$ cat src/rtl/sram_req_arbiter_pkg.sv
// Shared types for the inst/data SRAM-like port arbiter: grant states,
// requester ids and the request payload carried onto the memory port.
package sram_req_arbiter_pkg;

    localparam int unsigned ADDR_W = 32;
    localparam int unsigned DATA_W = 32;
    localparam int unsigned SIZE_W = 2;
    localparam int unsigned WEN_W  = 4;

    localparam logic SRC_INST = 1'b0;
    localparam logic SRC_DATA = 1'b1;

    typedef enum logic [1:0] {
        IDLE   = 2'd0,
        LOCK_I = 2'd1,
        LOCK_D = 2'd2
    } state_e;

    typedef struct packed {
        logic              wr;
        logic [SIZE_W-1:0] size;
        logic [WEN_W-1:0]  wen;
        logic [ADDR_W-1:0] addr;
        logic [DATA_W-1:0] wdata;
    } sram_req_t;

endpackage

$ cat src/rtl/sram_req_arbiter_id_order_fifo.sv
// One-bit source-id FIFO recording the order of accepted transactions.
// head_c bypasses the incoming id when empty so a same-cycle response can pop it.
module id_order_fifo #(
    parameter  int unsigned DEPTH = 4,
    localparam int unsigned CNT_W = $clog2(DEPTH) + 1
) (
    input  logic             clk,
    input  logic             rst_n,
    input  logic             push,
    input  logic             push_id,
    input  logic             pop,
    output logic             head_c,
    output logic             full,
    output logic             empty,
    output logic [CNT_W-1:0] count
);

    localparam int unsigned PTR_W = $clog2(DEPTH);

    logic [DEPTH-1:0] ids;
    logic [PTR_W-1:0] wr_ptr;
    logic [PTR_W-1:0] rd_ptr;
    logic             do_push;
    logic             do_pop;
    logic [CNT_W-1:0] count_next;

    always_comb begin
        do_pop     = pop && (!empty || push);
        do_push    = push && (!full || pop);
        count_next = count;
        if (do_push && !do_pop) begin
            count_next = count + CNT_W'(1);
        end else if (do_pop && !do_push) begin
            count_next = count - CNT_W'(1);
        end
    end

    assign head_c = empty ? push_id : ids[rd_ptr];

    // Full/empty are registered so a pop while full frees the slot next cycle.
    always_ff @(posedge clk or negedge rst_n) begin
        if (!rst_n) begin
            ids    <= '0;
            wr_ptr <= '0;
            rd_ptr <= '0;
            count  <= '0;
            full   <= 1'b0;
            empty  <= 1'b1;
        end else begin
            if (do_push) begin
                ids[wr_ptr] <= push_id;
                wr_ptr      <= wr_ptr + PTR_W'(1);
            end
            if (do_pop) begin
                rd_ptr <= rd_ptr + PTR_W'(1);
            end
            count <= count_next;
            full  <= (count_next == CNT_W'(DEPTH));
            empty <= (count_next == '0);
        end
    end

endmodule

$ cat src/rtl/sram_req_arbiter.sv
// Shares one SRAM-like port between inst and data requesters, routing
// zero-latency responses back in acceptance order; err_spurious is registered.
module sram_req_arbiter
    import sram_req_arbiter_pkg::*;
#(
    parameter int unsigned OUTSTANDING    = 4,
    parameter int unsigned DATA_BURST_MAX = 4
) (
    input  logic              clk,
    input  logic              resetn,
    input  logic              inst_en,
    input  logic              inst_wr,
    input  logic [SIZE_W-1:0] inst_size,
    input  logic [WEN_W-1:0]  inst_wen,
    input  logic [ADDR_W-1:0] inst_addr,
    input  logic [DATA_W-1:0] inst_wdata,
    output logic              inst_addr_ok,
    output logic [ADDR_W-1:0] inst_addr_ok_addr,
    output logic              inst_data_ok,
    output logic [DATA_W-1:0] inst_rdata,
    input  logic              data_en,
    input  logic              data_wr,
    input  logic [SIZE_W-1:0] data_size,
    input  logic [WEN_W-1:0]  data_wen,
    input  logic [ADDR_W-1:0] data_addr,
    input  logic [DATA_W-1:0] data_wdata,
    output logic              data_addr_ok,
    output logic [ADDR_W-1:0] data_addr_ok_addr,
    output logic              data_data_ok,
    output logic [DATA_W-1:0] data_rdata,
    output logic              m_en,
    output logic              m_wr,
    output logic [SIZE_W-1:0] m_size,
    output logic [WEN_W-1:0]  m_wen,
    output logic [ADDR_W-1:0] m_addr,
    output logic [DATA_W-1:0] m_wdata,
    input  logic              m_addr_ok,
    input  logic              m_data_ok,
    input  logic [DATA_W-1:0] m_rdata,
    output logic              err_spurious
);

    localparam int unsigned CNT_W   = $clog2(OUTSTANDING) + 1;
    localparam int unsigned BURST_W = $clog2(DATA_BURST_MAX + 1);

    state_e             state;
    state_e             state_next;
    logic [BURST_W-1:0] burst;
    logic               burst_hit;
    logic               gnt_vld;
    logic               gnt_src;
    logic               issue;
    logic               push;
    logic               pop;
    logic               rsp_vld;
    logic               spurious_c;
    logic               fifo_head;
    logic               fifo_full;
    logic               fifo_empty;
    logic [CNT_W-1:0]   fifo_count;
    sram_req_t          inst_req;
    sram_req_t          data_req;
    sram_req_t          m_req;

    always_comb begin
        inst_req = '{wr: inst_wr, size: inst_size, wen: inst_wen, addr: inst_addr, wdata: inst_wdata};
        data_req = '{wr: data_wr, size: data_size, wen: data_wen, addr: data_addr, wdata: data_wdata};
    end

    // Grant selection and next state; a lock holds the port for one requester.
    always_comb begin
        state_next = state;
        gnt_vld    = 1'b0;
        gnt_src    = SRC_INST;
        burst_hit  = (burst == BURST_W'(DATA_BURST_MAX)) && inst_en;
        unique case (state)
            IDLE: begin
                if (data_en && !burst_hit) begin
                    gnt_vld = 1'b1;
                    gnt_src = SRC_DATA;
                end else if (inst_en) begin
                    gnt_vld = 1'b1;
                end
            end
            LOCK_I: gnt_vld = inst_en;
            LOCK_D: begin
                gnt_vld = data_en;
                gnt_src = SRC_DATA;
            end
            default: ;
        endcase
        gnt_vld = gnt_vld && resetn;
        issue   = gnt_vld && !fifo_full;
        if (state == IDLE) begin
            if (issue && !m_addr_ok) begin
                state_next = (gnt_src == SRC_DATA) ? LOCK_D : LOCK_I;
            end
        end else if (m_addr_ok || !gnt_vld) begin
            state_next = IDLE;
        end
    end

    always_ff @(posedge clk or negedge resetn) begin
        if (!resetn) begin
            state <= IDLE;
        end else begin
            state <= state_next;
        end
    end

    always_comb begin
        m_req = '0;
        if (issue) begin
            m_req = (gnt_src == SRC_DATA) ? data_req : inst_req;
        end
    end

    assign m_en    = issue;
    assign m_wr    = m_req.wr;
    assign m_size  = m_req.size;
    assign m_wen   = m_req.wen;
    assign m_addr  = m_req.addr;
    assign m_wdata = m_req.wdata;

    assign push              = issue && m_addr_ok;
    assign inst_addr_ok      = push && (gnt_src == SRC_INST);
    assign data_addr_ok      = push && (gnt_src == SRC_DATA);
    assign inst_addr_ok_addr = (issue && gnt_src == SRC_INST) ? m_addr : '0;
    assign data_addr_ok_addr = (issue && gnt_src == SRC_DATA) ? m_addr : '0;

    // A response is spurious only if nothing is queued or arriving this cycle.
    assign rsp_vld      = m_data_ok && resetn;
    assign spurious_c   = rsp_vld && fifo_empty && !push;
    assign pop          = rsp_vld && !spurious_c;
    assign inst_data_ok = pop && (fifo_head == SRC_INST);
    assign data_data_ok = pop && (fifo_head == SRC_DATA);
    assign inst_rdata   = resetn ? m_rdata : '0;
    assign data_rdata   = resetn ? m_rdata : '0;

    id_order_fifo #(
        .DEPTH (OUTSTANDING)
    ) u_order_fifo (
        .clk     (clk),
        .rst_n   (resetn),
        .push    (push),
        .push_id (gnt_src),
        .pop     (pop),
        .head_c  (fifo_head),
        .full    (fifo_full),
        .empty   (fifo_empty),
        .count   (fifo_count)
    );

    // Data-burst counter: saturates, cleared by inst traffic or an idle inst side.
    always_ff @(posedge clk or negedge resetn) begin
        if (!resetn) begin
            burst        <= '0;
            err_spurious <= 1'b0;
        end else begin
            err_spurious <= spurious_c;
            if (push && gnt_src == SRC_INST) begin
                burst <= '0;
            end else if (push) begin
                if (!inst_en) begin
                    burst <= '0;
                end else if (burst != BURST_W'(DATA_BURST_MAX)) begin
                    burst <= burst + BURST_W'(1);
                end
            end
        end
    end

    full_matches_count: assert property (@(posedge clk) disable iff (!resetn)
        fifo_full == (fifo_count == CNT_W'(OUTSTANDING)));

endmodule

$ cat config.mk
export PLATFORM = sky130hd
export DESIGN_NAME = sram_req_arbiter
export DESIGN_NICKNAME = d
export VERILOG_FILES = /design/src/rtl/sram_req_arbiter_pkg.sv /design/src/rtl/sram_req_arbiter_id_order_fifo.sv /design/src/rtl/sram_req_arbiter.sv
export SDC_FILE = /design/constraint.sdc
export NUM_CORES = 1
export LEC_CHECK = 0
export ABC_AREA = 1
export CORE_AREA = 5 5 146 148
export CTS_CLUSTER_DIAMETER = 80
export DETAILED_ROUTE_END_ITERATION = 8
export DIE_AREA = 0 0 151 153
export PLACE_DENSITY = 0.58
export REMOVE_ABC_BUFFERS = 1
export SYNTH_ARGS = -nofsm -noshare
export SYNTH_HDL_FRONTEND = slang
export SYNTH_SLANG_ARGS = --single-unit
$ cat constraint.sdc
create_clock -name clk -period 4.25 [get_ports clk]
set_input_delay 0.6375 -clock clk [delete_from_list [all_inputs] [get_ports clk]]
set_output_delay 0.6375 -clock clk [all_outputs]
set_load 0.005 [all_outputs]
### Word-level counts from Yosys, hierarchy flattened

Cells that the tools add are included.

* add/subtract/negate cells: 5
* $lt $le $gt $ge: 3
* equality and inequality tests: 7
* muxes and demuxes: 26
* bitwise operators: 2
* reductions and logical operators: 39

Operators by type and width (number)
* 71-bit two-way mux: 2
* 32-bit two-way mux: 3
* 1-bit logical AND: 21
* 3-bit two-way mux: 6
* 1-bit zero test: 9
* 2-bit two-way mux: 4
* 3-bit by 1-bit adder with 3-bit output, second input constant: 2
* 3-bit equality test, second input constant: 2
* 2-bit by 3-bit < comparator with 1-bit output, second input constant: 2
* 1-bit two-way mux: 6
* 2-bit by 1-bit adder with 2-bit output, second input constant: 2
* 4-bit bitwise mux: 1
* 2-bit AND reduction: 2
* 2-bit nonzero test: 2
* 3-bit zero test: 1
* 1-bit logical OR: 3
* 3-bit by 1-bit != test with 1-bit output, second input constant: 1
* 3-bit != test, second input constant: 1
* 1-bit one-hot mux with 3 select lines: 1
* 3-bit by 1-bit subtractor with 3-bit output, second input constant: 1
* 1-bit binary-select mux with 2-bit select: 1
* 1-bit demux with 2-bit select: 1
* 2-bit by 1-bit equality test with 1-bit output, second input constant: 1
* 2-bit equality test, second input constant: 1
* 5 further kinds: 6

* bits in registers: 19
* output and inout port bits: 205
* logic and storage cells: 91

### Longest topological paths before layout

* word-level depth: 20
* mapped depth: 12
* mapped depth without buffers: 12

### Cells and area by module

A second synthesis with hierarchy kept.

* cells, all modules: 568
* area, all modules: 2984.1 sq um

Modules (own cells, without submodules)
* sram_req_arbiter: times used 1, cells each 474, area each 2214.6 sq um
* id_order_fifo: times used 1, cells each 94, area each 769.5 sq um

### Worst setup path before layout

No wires, ideal clock.

* path kind: input -> output
* from: input port resetn
* to: output port m_size[0]
* data arrival time: 1590 ps
* required time: 3612 ps
* slack: 2022 ps
* stages: 6
* path buffers: 3
* cell sequence: buf_2 > nand3_4 > nor2_4 > buf_2 > buf_4 > a22o_1

* word-level cells in the longest chain between the ends: 3

Ends and longest elaborated chain
* from (decl): RTL line sram_req_arbiter.sv:10 `input logic resetn,`
* 1-bit logical AND: RTL line sram_req_arbiter.sv:92 `gnt_vld = gnt_vld && resetn;`
* 1-bit logical AND: RTL line sram_req_arbiter.sv:93 `issue = gnt_vld && !fifo_full;`
* 71-bit two-way mux: RTL line sram_req_arbiter.sv:113 `if (issue) begin`
* to (decl): RTL line sram_req_arbiter.sv:33 `output logic [SIZE_W-1:0] m_size,`

Every way passes these cells.

### Worst setup path in the final report

* from: input port inst_en
* to: output port m_addr[12]

* word-level cells in the longest chain between the ends: 8
* elaborated cells between the ends (all ways): 12

Ends and longest elaborated chain
* from (decl): RTL line sram_req_arbiter.sv:11 `input logic inst_en,`
* 1-bit logical AND: RTL line sram_req_arbiter.sv:75 `burst_hit = (burst == BURST_W'(DATA_BURST_MAX)) && inst_en;`
* 1-bit zero test: RTL line sram_req_arbiter.sv:78 `if (data_en && !burst_hit) begin`
* 1-bit logical AND: RTL line sram_req_arbiter.sv:78
* 1-bit two-way mux: RTL line sram_req_arbiter.sv:78
* 1-bit one-hot mux with 3 select lines: RTL line sram_req_arbiter.sv:76 `unique case (state)`
* 1-bit logical AND: RTL line sram_req_arbiter.sv:92
* 1-bit logical AND: RTL line sram_req_arbiter.sv:93
* 71-bit two-way mux *: RTL line sram_req_arbiter.sv:113
* to (decl): RTL line sram_req_arbiter.sv:35 `output logic [ADDR_W-1:0] m_addr,`

Mark *: on every way between the ends. The rest lies on a longest branch, timed or not.

==> results.sh <==
export IMPL_vias=4222
export IMPL_min_period_ns=3.673
export IMPL_slowest_delay_ns=0.78
export IMPL_areaGrowthSynthToFinish_pct=143.6
export IMPL_cp_required_ns=3.61
export IMPL_insertedDiodeCount=0
export IMPL_fp_row_count=52
export IMPL_grt_antenna_before_repair=3
export IMPL_start_util=0.1379
export IMPL_p_sw_frac=0.3870
export IMPL_multi_input_area_um2=1439
export IMPL_slowest_stage="inv_2"
export IMPL_syn_avg_cell_area_um2=6.073
export IMPL_p_leak_nw=3.083
export IMPL_rsz0062_at_grt="no"
export IMPL_drive_gt1_frac=0.03165
export IMPL_post_cts_resized=0
export IMPL_cts_tree="yes"
export IMPL_cap_violations=0
export IMPL_worstPathBufferInverterCount=3
export IMPL_ys_top_cells_by_area="dfrtp_1 (16%), inv_1 (16%), a22o_1 (12%)"
export IMPL_io_pins=385
export IMPL_slew_violations=0
export IMPL_power_density_nw_per_um2=280.6
export IMPL_final_area_um2=6686
export IMPL_crit_path_end_kind="output pin"
export IMPL_cts_buffers=3
export IMPL_nFillCells=2133
export IMPL_wl_per_cell_um=18.83
export IMPL_seqPwrFrac=0.168
export IMPL_combPwrFrac=0.727
export IMPL_cp_max_fo=64
export IMPL_p_int_mw=1.150
export IMPL_gp_congestion=0.8640
export IMPL_core_um2=19910
export IMPL_grt_use_total=0.1572
export IMPL_cp_cell_sequence="clkdlybuf4s50_1 > nand3_1 > nand3_1 > o21ai_2 > nor2_4 > inv_2 > o22ai_1 > clkdlybuf4s50_1"
export IMPL_grt_pass1_wl_um=27290
export IMPL_die_w_um=151
export IMPL_ctsHoldBuffers=0
export IMPL_timing_setup_tns_ns=0
export IMPL_layout_common_cells="clkdlybuf4s50_1 (383), inv_1 (117), nor2_1 (76)"
export IMPL_dr_pass1_iters=6
export IMPL_hpwl_um=17150
export IMPL_ys_seq_elements=19
export IMPL_vias_per_cell=3.983
export IMPL_worstMarginPinSlew_ns=1.093
export IMPL_crit_family="buffers and inverters"
export IMPL_cts_root_buf="clkbuf_16"
export IMPL_yosys_area_top_type="dfrtp_1"
export IMPL_ant_nets=0
export IMPL_power_frac_clock=0.106
export IMPL_die_h_um=153
export IMPL_layout_commonest_cell="clkdlybuf4s50_1"
export IMPL_grt_max_degree=65
export IMPL_clk_pin_slew_ns=0.06
export IMPL_seqCellArea_um2=476.7
export IMPL_final_setup_viol_count=0
export IMPL_drc=0
export IMPL_clock_sinks=19
export IMPL_ys_warn_count=0
export IMPL_clk_latency_ns=0.25
export IMPL_critPathLaunchType="input port"
export IMPL_period_share=0.8643
export IMPL_drtIter0Drc=172
export IMPL_wl_um=19960
export IMPL_critical_path_arrival_ns=3.04
export IMPL_seq_area_frac_synth=0.1737
export IMPL_finClkSkew_ns=0.007427
export IMPL_htree_levels=1
export IMPL_overflow=0
export IMPL_worstHoldPathType="in2async"
export IMPL_synth_top_area_frac=0.1641
export IMPL_post_cts_buffers=0
export IMPL_port_buffers=384
export IMPL_max_freq_ghz=0.2722
export IMPL_dieArea_um2=23100
export IMPL_clock_path_buffers=2
export IMPL_ir_drop_mv=0.2423
export IMPL_p_switching_mw=0.7259
export IMPL_synth_cell_types=30
export IMPL_finalHoldViolCount=0
export IMPL_dpl_cell_area_um2=6608
export IMPL_slew_headroom=0.2704
export IMPL_grt_pass1_vias=4237
export IMPL_netlist_area_um2=2745
export IMPL_num_nets_final=979
export IMPL_status="complete, no violations"
export IMPL_synthCells=452
export IMPL_worst_setup_path_type="in2out"
-- final timing paths --
| path | to | cells after the start | from | slack, ns |
|---|---|---|---|---|
| worst max register to register | burst[1] | 10 | burst[0] | 2.51 |
| worst max-delay path | m_addr[12] | 8 | inst_en | 0.58 |
| worst min-delay path | u_order_fifo.ids[0] | 2 | resetn | 0.42 |
| max in group asynchronous | u_order_fifo.count[1] | 2 | resetn | 3.50 |
| min in group clk | u_order_fifo.rd_ptr[1] | 1 | u_order_fifo.rd_ptr[1] | 0.51 |
| worst min register to register | u_order_fifo.rd_ptr[1] | 1 | u_order_fifo.rd_ptr[1] | 0.51 |
-- through the flow --
step	utilization	setup WS, ns	hold slack, ns	cells	power, mW
floorplan	-	1.361	0.3419	396	0.8343
global placement	0.3319	0.6111	0.4865	1056	1.679
detailed placement	0.3319	0.6014	0.4999	1056	1.687
CTS	0.3358	0.5921	0.4280	1060	1.895
global route	0.3358	0.4097	0.4464	1060	2.006
finish	0.3358	0.5768	0.4198	1060	1.876
-- worst reg2reg max path, stage by stage, from the launching register on --
cell and delay [ns]:
dfrtp_1 0.34, inv_1 0.07, ha_1 0.20, nand3_1 0.10, nand3_1 0.11, o21ai_2 0.15, inv_2 0.14, o21ai_1 0.23
inv_1 0.11, nand3_1 0.08, o21ai_0 0.08
-- final cells by class --
class / instances / area share
clock buffer: 4 / 0.01179
timing repair buffer: 390 / 0.5827
multi-input combinational: 255 / 0.2152
sequential: 19 / 0.07129
inverter: 122 / 0.06849
tap: 270 / 0.05052
-- routing by layer --
layer | part of all wire | GRT usage | vias to the layer above
li1 | - | - | 2047
met1 | 0.40 | 0.1875 | 1919
met2 | 0.48 | 0.2803 | 234
met3 | 0.12 | 0.05626 | 16
met4 | 0.0075 | 0.01252 | 6
met5 | 0.0019 | 0 | -
-- synthesized netlist by cell type (all sizes together) --
master / count
nand4: 2
nand3: 10
nand2: 56
nor2: 79
buf: 49
a31oi: 2
dfstp: 1
o22ai: 33
or2: 1
a21oi: 9
ha: 8
a22o: 39
dfrtp: 18
o31ai: 1
clkbuf: 7
o32ai: 1
inv: 122
xor2: 4
o21ai: 9
and3: 1
-- power by group through the flow --
stage	Clock (mW)	Sequential [mW]	Combinational (mW)
finish	0.198	0.315	1.36
global route	0.208	0.325	1.47
CTS	0.201	0.315	1.38
detailed placement	0	0.317	1.37
global placement	0	0.315	1.36
floorplan	0	0.300	0.534
-- state kept, by name, indices dropped and copies added, names as in the netlist --
name	cells
err_spurious	1
u_order_fifo.full	1
state	2
u_order_fifo.wr_ptr	2
u_order_fifo.ids	4
burst	3
u_order_fifo.count	3
u_order_fifo.empty	1
u_order_fifo.rd_ptr	2
-- logic make-up (layout without fill, tap and decap cells) --
kind of cell,count (synthesis),in the layout,share of synthesized area
buffers and inverters,178,516,0.3022
and+or+nand+nor,149,149,0.2306
AOI/OAI and AO/OA,94,94,0.2443
DFF,19,19,0.1737
adders and majority gates,8,8,0.03646
xor gates and xnor gates,4,4,0.01276
Power figures use the tool's default switching activity.
